--- src/rtl/exc_redirect_ctrl_pkg.sv ---
// Shared constants and state encoding for the exception/ERET redirect controller.
package exc_redirect_ctrl_pkg;

    localparam logic [31:0] EXC_ENTRY = 32'hBFC00380;
    localparam int          OST_W_DEF = 2;

    typedef enum logic [1:0] {
        RC_IDLE  = 2'd0,
        RC_DRAIN = 2'd1,
        RC_REDIR = 2'd2
    } rc_state_e;

    // Exception beats ERET when both commit together.
    function automatic logic [31:0] redir_target(input logic exc, input logic [31:0] epc,
                                                 input logic [31:0] vec);
        return exc ? vec : epc;
    endfunction

endpackage

--- src/rtl/exc_redirect_ctrl_fetch_ost_cnt.sv ---
// Outstanding-fetch counter plus the count of stale responses still to be dropped.
module fetch_ost_cnt #(
    parameter int OST_W = 2
) (
    input  logic             clk,
    input  logic             rst,
    input  logic             req_fire_i,
    input  logic             resp_fire_i,
    input  logic             load_i,
    output logic [OST_W-1:0] ost_cnt_o,
    output logic [OST_W-1:0] disc_cnt_o,
    output logic [OST_W-1:0] disc_nxt_o
);

    localparam logic [OST_W-1:0] OST_MAX = {OST_W{1'b1}};

    logic [OST_W-1:0] ost_q, ost_d;
    logic [OST_W-1:0] disc_q, disc_d;

    always_comb begin
        ost_d  = ost_q + OST_W'(req_fire_i) - OST_W'(resp_fire_i);
        disc_d = disc_q;
        // A response in the load cycle still belongs to the old stream.
        if (load_i)
            disc_d = ost_q - OST_W'(resp_fire_i);
        else if (resp_fire_i && disc_q != '0)
            disc_d = disc_q - OST_W'(1);
    end

    always_ff @(posedge clk or posedge rst) begin
        if (rst) begin
            ost_q  <= '0;
            disc_q <= '0;
        end else begin
            ost_q  <= ost_d;
            disc_q <= disc_d;
        end
    end

    always_ff @(posedge clk) begin
        if (!rst) begin
            assert (!(req_fire_i && ost_q == OST_MAX));
            assert (!(resp_fire_i && ost_q == '0));
        end
    end

    assign ost_cnt_o  = ost_q;
    assign disc_cnt_o = disc_q;
    assign disc_nxt_o = disc_d;

endmodule

--- src/rtl/exc_redirect_ctrl.sv ---
// Flushes the front end on exception/ERET commit, drains the bus, then hands IF one redirect PC.
module exc_redirect_ctrl
    import exc_redirect_ctrl_pkg::*;
#(
    parameter logic [31:0] EXC_VECTOR = EXC_ENTRY,
    parameter int          OST_W      = OST_W_DEF
) (
    input  logic             clk,
    input  logic             reset,
    input  logic             exc_oc,
    input  logic             ec_eret,
    input  logic [31:0]      cp0_epc,
    input  logic             if_req_fire,
    input  logic             if_resp_fire,
    input  logic             dmem_busy,
    input  logic             redir_ready,
    output logic             flush_pipe,
    output logic             stall_front,
    output logic             inst_discard,
    output logic             redir_valid,
    output logic [31:0]      redir_pc,
    output logic             busy,
    output logic [OST_W-1:0] ost_cnt
);

    rc_state_e        state_q, state_d;
    logic [31:0]      pc_q, pc_d;
    logic             evt;
    logic [OST_W-1:0] disc_cnt, disc_nxt;

    assign evt = (exc_oc | ec_eret) & (state_q == RC_IDLE) & ~reset;

    fetch_ost_cnt #(.OST_W(OST_W)) u_ost (
        .clk         (clk),
        .rst         (reset),
        .req_fire_i  (if_req_fire),
        .resp_fire_i (if_resp_fire),
        .load_i      (evt),
        .ost_cnt_o   (ost_cnt),
        .disc_cnt_o  (disc_cnt),
        .disc_nxt_o  (disc_nxt)
    );

    always_comb begin
        state_d      = state_q;
        pc_d         = pc_q;
        flush_pipe   = evt;
        busy         = (state_q != RC_IDLE);
        stall_front  = evt | (state_q != RC_IDLE);
        redir_valid  = (state_q == RC_REDIR);
        inst_discard = (disc_cnt != '0) | (evt & (ost_cnt != '0));
        unique case (state_q)
            RC_IDLE: if (evt) begin
                state_d = RC_DRAIN;
                pc_d    = redir_target(exc_oc, cp0_epc, EXC_VECTOR);
            end
            RC_DRAIN: if (disc_nxt == '0 && !dmem_busy) state_d = RC_REDIR;
            RC_REDIR: if (redir_ready) state_d = RC_IDLE;
            default:  state_d = RC_IDLE;
        endcase
    end

    always_ff @(posedge clk or posedge reset) begin
        if (reset) begin
            state_q <= RC_IDLE;
            pc_q    <= '0;
        end else begin
            state_q <= state_d;
            pc_q    <= pc_d;
        end
    end

    assign redir_pc = pc_q;

    always_ff @(posedge clk) begin
        if (!reset) assert (!(if_req_fire && stall_front));
    end

endmodule

--- config.mk ---
export PLATFORM = sky130hd
export DESIGN_NAME = exc_redirect_ctrl
export DESIGN_NICKNAME = d
export VERILOG_FILES = /design/src/rtl/exc_redirect_ctrl_pkg.sv /design/src/rtl/exc_redirect_ctrl_fetch_ost_cnt.sv /design/src/rtl/exc_redirect_ctrl.sv
export SDC_FILE = /design/constraint.sdc
export NUM_CORES = 1
export LEC_CHECK = 0
export CAP_MARGIN = 10
export CORE_MARGIN = 2
export CORE_UTILIZATION = 38
export DETAILED_ROUTE_END_ITERATION = 16
export PLACE_DENSITY = 0.72
export SETUP_SLACK_MARGIN = 0.4
export SLEW_MARGIN = 20
export SYNTH_ARGS = -nofsm -noshare
export SYNTH_HDL_FRONTEND = slang
export SYNTH_SLANG_ARGS = --single-unit
--- constraint.sdc ---
create_clock -name clk -period 1.5 [get_ports clk]
set_clock_uncertainty 0.15 [all_clocks]
set_input_delay 0.15 -clock clk [delete_from_list [all_inputs] [get_ports clk]]
set_output_delay 0.15 -clock clk [all_outputs]
set_load 0.02 [all_outputs]
### Word level (Yosys, flattened, before mapping)

Index checks and enable logic that the tools add are counted.
W data, S select, Z words.

* flip-flop bits (word level): 38
* input bits: 40
* output and inout port bits: 39
* logic and storage cells: 37

* add/sub/neg operators: 4
* equal/unequal tests: 5
* muxes and demuxes: 7
* bitwise gates (word level): 7
* reductions and logical operators: 10

Operators by type and width (count)
* $mux W32: 1
* $mux W2: 5
* $ne A2 B2 Y1 const B: 3
* $pmux W2 S3: 1
* $reduce_bool A2 Y1: 3
* $logic_not A2 Y1: 2
* $sub A2 B1 Y2: 2
* $and A1 B1 Y1: 3
* $or A1 B1 Y1: 3
* $reduce_and A3 Y1: 1
* $add A2 B1 Y2: 1
* $eq A2 B1 Y1 const B: 1
* $eq A2 B2 Y1 const B: 1
* $logic_and A1 B1 Y1: 2
* $reduce_and A2 Y1: 1
* $sub A2 B1 Y2 const B: 1
* $logic_not A1 Y1: 1
* $not A1 Y1: 1

### Longest topological paths before layout

* word-level depth: 8
* mapped depth: 7
* mapped depth without buffers: 5

### By module

A second synthesis with hierarchy kept.

* cells, all modules: 150
* area total of the unflattened synthesis: 1786.7 sq um

By module, submodules not included
* exc_redirect_ctrl: instances 1, cells each 129, area an instance 1550.2 sq um, sequential area each 850.8 sq um
* fetch_ost_cnt: instances 1, cells each 21, area an instance 236.5 sq um, sequential area each 100.1 sq um

### Worst setup path before layout

No wires, ideal clock.

* path kind: reg-to-reg
* start: reg state_q[1]
* end: reg pc_q[0] (netlist: redir_pc[0])
* setup time: 0.125 ns
* data arrival time: 1.330 ns
* data required time: 1.225 ns
* path slack: -0.105 ns
* cell stages (with the launch flop): 6
* path buffers: 1
* period minus slack after synthesis: 1.605 ns
* cells stage by stage: dfrtp_1 > nor3_4 > nand2_4 > inv_4 > buf_8 > mux2_4

* longest elaborated chain between the ends: 4

RTL lines
* start, declared: line exc_redirect_ctrl.sv:26 `rc_state_e state_q, state_d;`
* start signal, assigned: line exc_redirect_ctrl.sv:68 `state_q <= state_d;`
* $logic_not A2 Y1 *: line exc_redirect_ctrl.sv:31, exc_redirect_ctrl.sv:52
* $and A1 B1 Y1 (2 in a row): line exc_redirect_ctrl.sv:31 `assign evt = (exc_oc | ec_eret) & (state_q == RC_IDLE) & ~reset;`
* $reduce_and A2 Y1 (no line) *
* end signal, assigned: line exc_redirect_ctrl.sv:69 `pc_q <= pc_d;`
* end, declared: line exc_redirect_ctrl.sv:27 `logic [31:0] pc_q, pc_d;`

Mark *: on every way between the ends. The rest lies on a longest branch, timed or not.
A chain may end at the register's enable or synchronous reset.

### Final worst setup path

* start: reg state_q[1]
* end: out stall_front

* longest elaborated chain between the ends: 4
* elaborated cells on any way between the ends: 5
* those cells by class: 3 x bitwise; 2 x reduce/logical

RTL lines
* $logic_not A2 Y1: line exc_redirect_ctrl.sv:31
* $and A1 B1 Y1 (2 in a row): line exc_redirect_ctrl.sv:31
* $or A1 B1 Y1 *: line exc_redirect_ctrl.sv:49 `stall_front = evt | (state_q != RC_IDLE);`
* end, declared: line exc_redirect_ctrl.sv:18 `output logic stall_front,`

Marked as above.

==> results.py <==
metrics = {
    "finish": {
        "nFillCells": 348,
        "areaGrowthSynthToFinish_pct": 80.9,
        "final_cells": 323,
        "diodes": 0,
        "regArea_um2": 952,
        "multi_input_area_um2": 975,
        "drive_gt1_share_pct": 51.7,
        "nNetsFinal": 312,
    },
    "flow_run": {
        "drv_cap": 0,
    },
    "placement": {
        "dp_cells": 294,
        "gp_congestion": 0.756,
        "portBuffers": 78,
        "hpwl_mm": 3.10,
    },
    "setup_path": {
        "cp.arrival_ns": 1.31,
        "cp.required_ns": 1.20,
        "cp-end-kind": "output port",
        "crit_path_max_fanout": 3,
        "criticalPathCategory": "reg -> out",
        "start_kind": "flip-flop",
    },
    "logic_synthesis": {
        "synthAdderAreaFrac_pct": 2.04,
        "synth_simple_gate_area_share_pct": 15.0,
        "syn_area_um2": 1840,
        "synth_area_leaders": "dfrtp_1, mux2_4, nor2b_1",
        "synth_xor_area_share_pct": 1.43,
        "synth-edff-count": 0,
        "synth_nets": 199,
        "synthCells": 156,
        "synth_warnings": 0,
        "ys_seq_area_share_pct": 51.8,
        "avgSynthCellArea_um2": 11.8,
        "post-synth-top-area-cell": "dfrtp_1",
        "synth-compound-area-share_pct": 8.32,
        "ys_async_sr_fraction_pct": 100,
        "netlist.area_leader.share_pct": 51.8,
        "ys_seq_elements": 38,
        "synth_cell_types": 28,
        "synthFlopType": "dfrtp_1",
        "synth_commonest_cells": "dfrtp_1, a21oi_1, nor2b_1",
        "synth_most_common_cell": "dfrtp_1",
        "synthMuxAreaShare_pct": 16.3,
        "synth_top_family_by_area": "multiplexers",
    },
    "routing": {
        "drc": 0,
        "dr.first_iter.drc_count": 33,
        "vias": 1553,
        "routed_wl_mm": 4.68,
        "via_per_inst": 4.81,
        "ant_nets": 0,
        "dr.pass1.iters": 4,
        "avgRoutedWirePerCell_um": 14.5,
    },
    "power_and_ir_drop": {
        "worst_ir_drop_vdd_v": 0.000983,
        "p_leak_uw": 0.00149,
        "cellPowerDensity_nw_per_um2": 1970,
    },
    "min_path": {
        "hold_path.class": "in -> async",
    },
    "die": {
        "start_util_pct": 39.1,
        "row_count": 25,
        "design.core.area_um2": 4690,
        "dieArea_um2": 5400,
        "die_width_um": 73.5,
        "pin_count": 79,
        "die_h_um": 73.5,
    },
    "timing": {
        "setup_ws_ns": -0.114,
        "setup_viol": 23,
        "finalHoldViolCount": 0,
        "max_freq_ghz": 0.620,
        "timing.hold.ws_ns": 0.188,
        "slew_viol_final": 0,
        "finalCritPeriodShare_pct": 108,
        "period_needed_ns": 1.61,
        "tightest_slew_ns": 0.337,
        "max-slew-margin-rel_pct": 77.5,
        "rsz0062_at_grt": "yes",
    },
    "run_status": {
        "violations": "negative setup slack",
        "status": "finished with violations",
    },
    "clocking": {
        "cts_tree": "yes",
        "postCtsHoldBufs": 0,
        "cts.reportedPaths.clkPinSlew_ns": 0.07,
        "htree_levels": 2,
        "clk-insertion-delay-late_ns": 0.29,
        "cts_sinks": 38,
        "cts_buffer_depth": 2,
        "clock-root-buffer": "clkbuf_8",
        "cts_buffers": 5,
    },
    "grt": {
        "grt_use_met2_pct": 30.0,
        "grt_remaining_overflow": 0,
        "grt_start_max_net_pins": 33,
        "grtUsageTotal_pct": 17.4,
        "antenna_found_initial": 0,
        "grtUsageMet3_pct": 4.12,
        "busiest_layer": "met2",
        "grt_pass1_vias": 1496,
        "grtUsageMet1_pct": 21.2,
        "grt_pass1_wl_mm": 7.04,
    },
}
state kept, by name (all words and copies together), names as in the netlist:
name,count
redir_pc,32
state_q,2
u_ost.disc_cnt_o,2
u_ost.ost_cnt_o,2
metal layers:
layer	vias up	part of all wire (%)	wire length, µm
li1	743	-	-
met1	758	40	1870
met2	45	54	2510
met3	7	4.7	220
met4	0	1.6	75
met5	-	0	0
critical path: stages (launching register included):
cell and delay (ns):
dfrtp_1 0.43, or2_2 0.31, nand2b_1 0.14, buf_2 0.15
cell usage in the layout, fill, tap and decap left out, types with 2 or more instances in the layout:
master            n
buf_4            24
ha_4              3
and2b_1           3
buf_8             2
clkbuf_8          6
o21ai_1           2
nor2b_4           2
buf_2             2
buf_12            3
xnor2_2           3
inv_2             3
dfrtp_1          37
nor2b_1          18
a21oi_2          13
mux2_4           21
a21oi_1           9
nor2_1           13
clkdlybuf4s50_1  38
a21oi_4           2
nand2b_1          3
buf_6            43
power by group:
part           switching (µW)  internal [µW]
Clock                     331            364
Sequential                378           1510
Combinational            1640           2310
Total                    2340           4180
final cells by class:
cell class / instances / share of cell area, %
clock buffers: 7 / 2.60
repair buffers: 115 / 36.3
multi-input cells: 103 / 29.4
inverters: 6 / 1.02
well taps: 54 / 2.03
flip-flops and latches: 38 / 28.7
worst paths after layout:
kind                             start      endpoint  slack, ns  cells past startpoint
max                         state_q[1]   stall_front      -0.11                      3
min                              reset  redir_pc[23]       0.19                      3
max reg2reg                 state_q[1]  redir_pc[16]      -0.10                      5
min reg2reg                redir_pc[0]   redir_pc[0]       0.39                      1
max in group asynchronous        reset  redir_pc[19]       0.64                      4
min in group clk           cp0_epc[24]  redir_pc[24]       0.30                      3
logic make-up after synthesis:
family                   after synthesis
XOR/XNOR                               3
AO/OA/AOI/OAI                         29
AND/OR/NAND/NOR                       46
buffers and inverters                 15
multiplexers                          22
adder cells (fa/ha/maj)                3
flip-flops                            38
stage by stage:
step                      worst slack [ns]  power [µW]  setup TNS [ns]  utilization (%)  area (µm²)
final                               -0.114        6530           -2.09             70.8        3320
after CTS                           -0.127        6240           -2.37             66.8        3130
after global placement              -0.540        4880          -12.31             59.9        2810
after floorplan                    -0.0786        3540           -1.08                -        1900
after detailed placement            -0.544        4920          -12.63             59.9        2810
after global routing                -0.201        6870           -4.18             70.8        3320
what timing repair did:
action | 4_1_cts | 5_1_grt
resized for setup | 254 | 25
pin swaps | 5 | 16
buffers inserted | 11 | 9
endpoints found under the setup margin | 77 | 77
gates cloned | 1 | 1
Power figures use the tool's default switching activity.
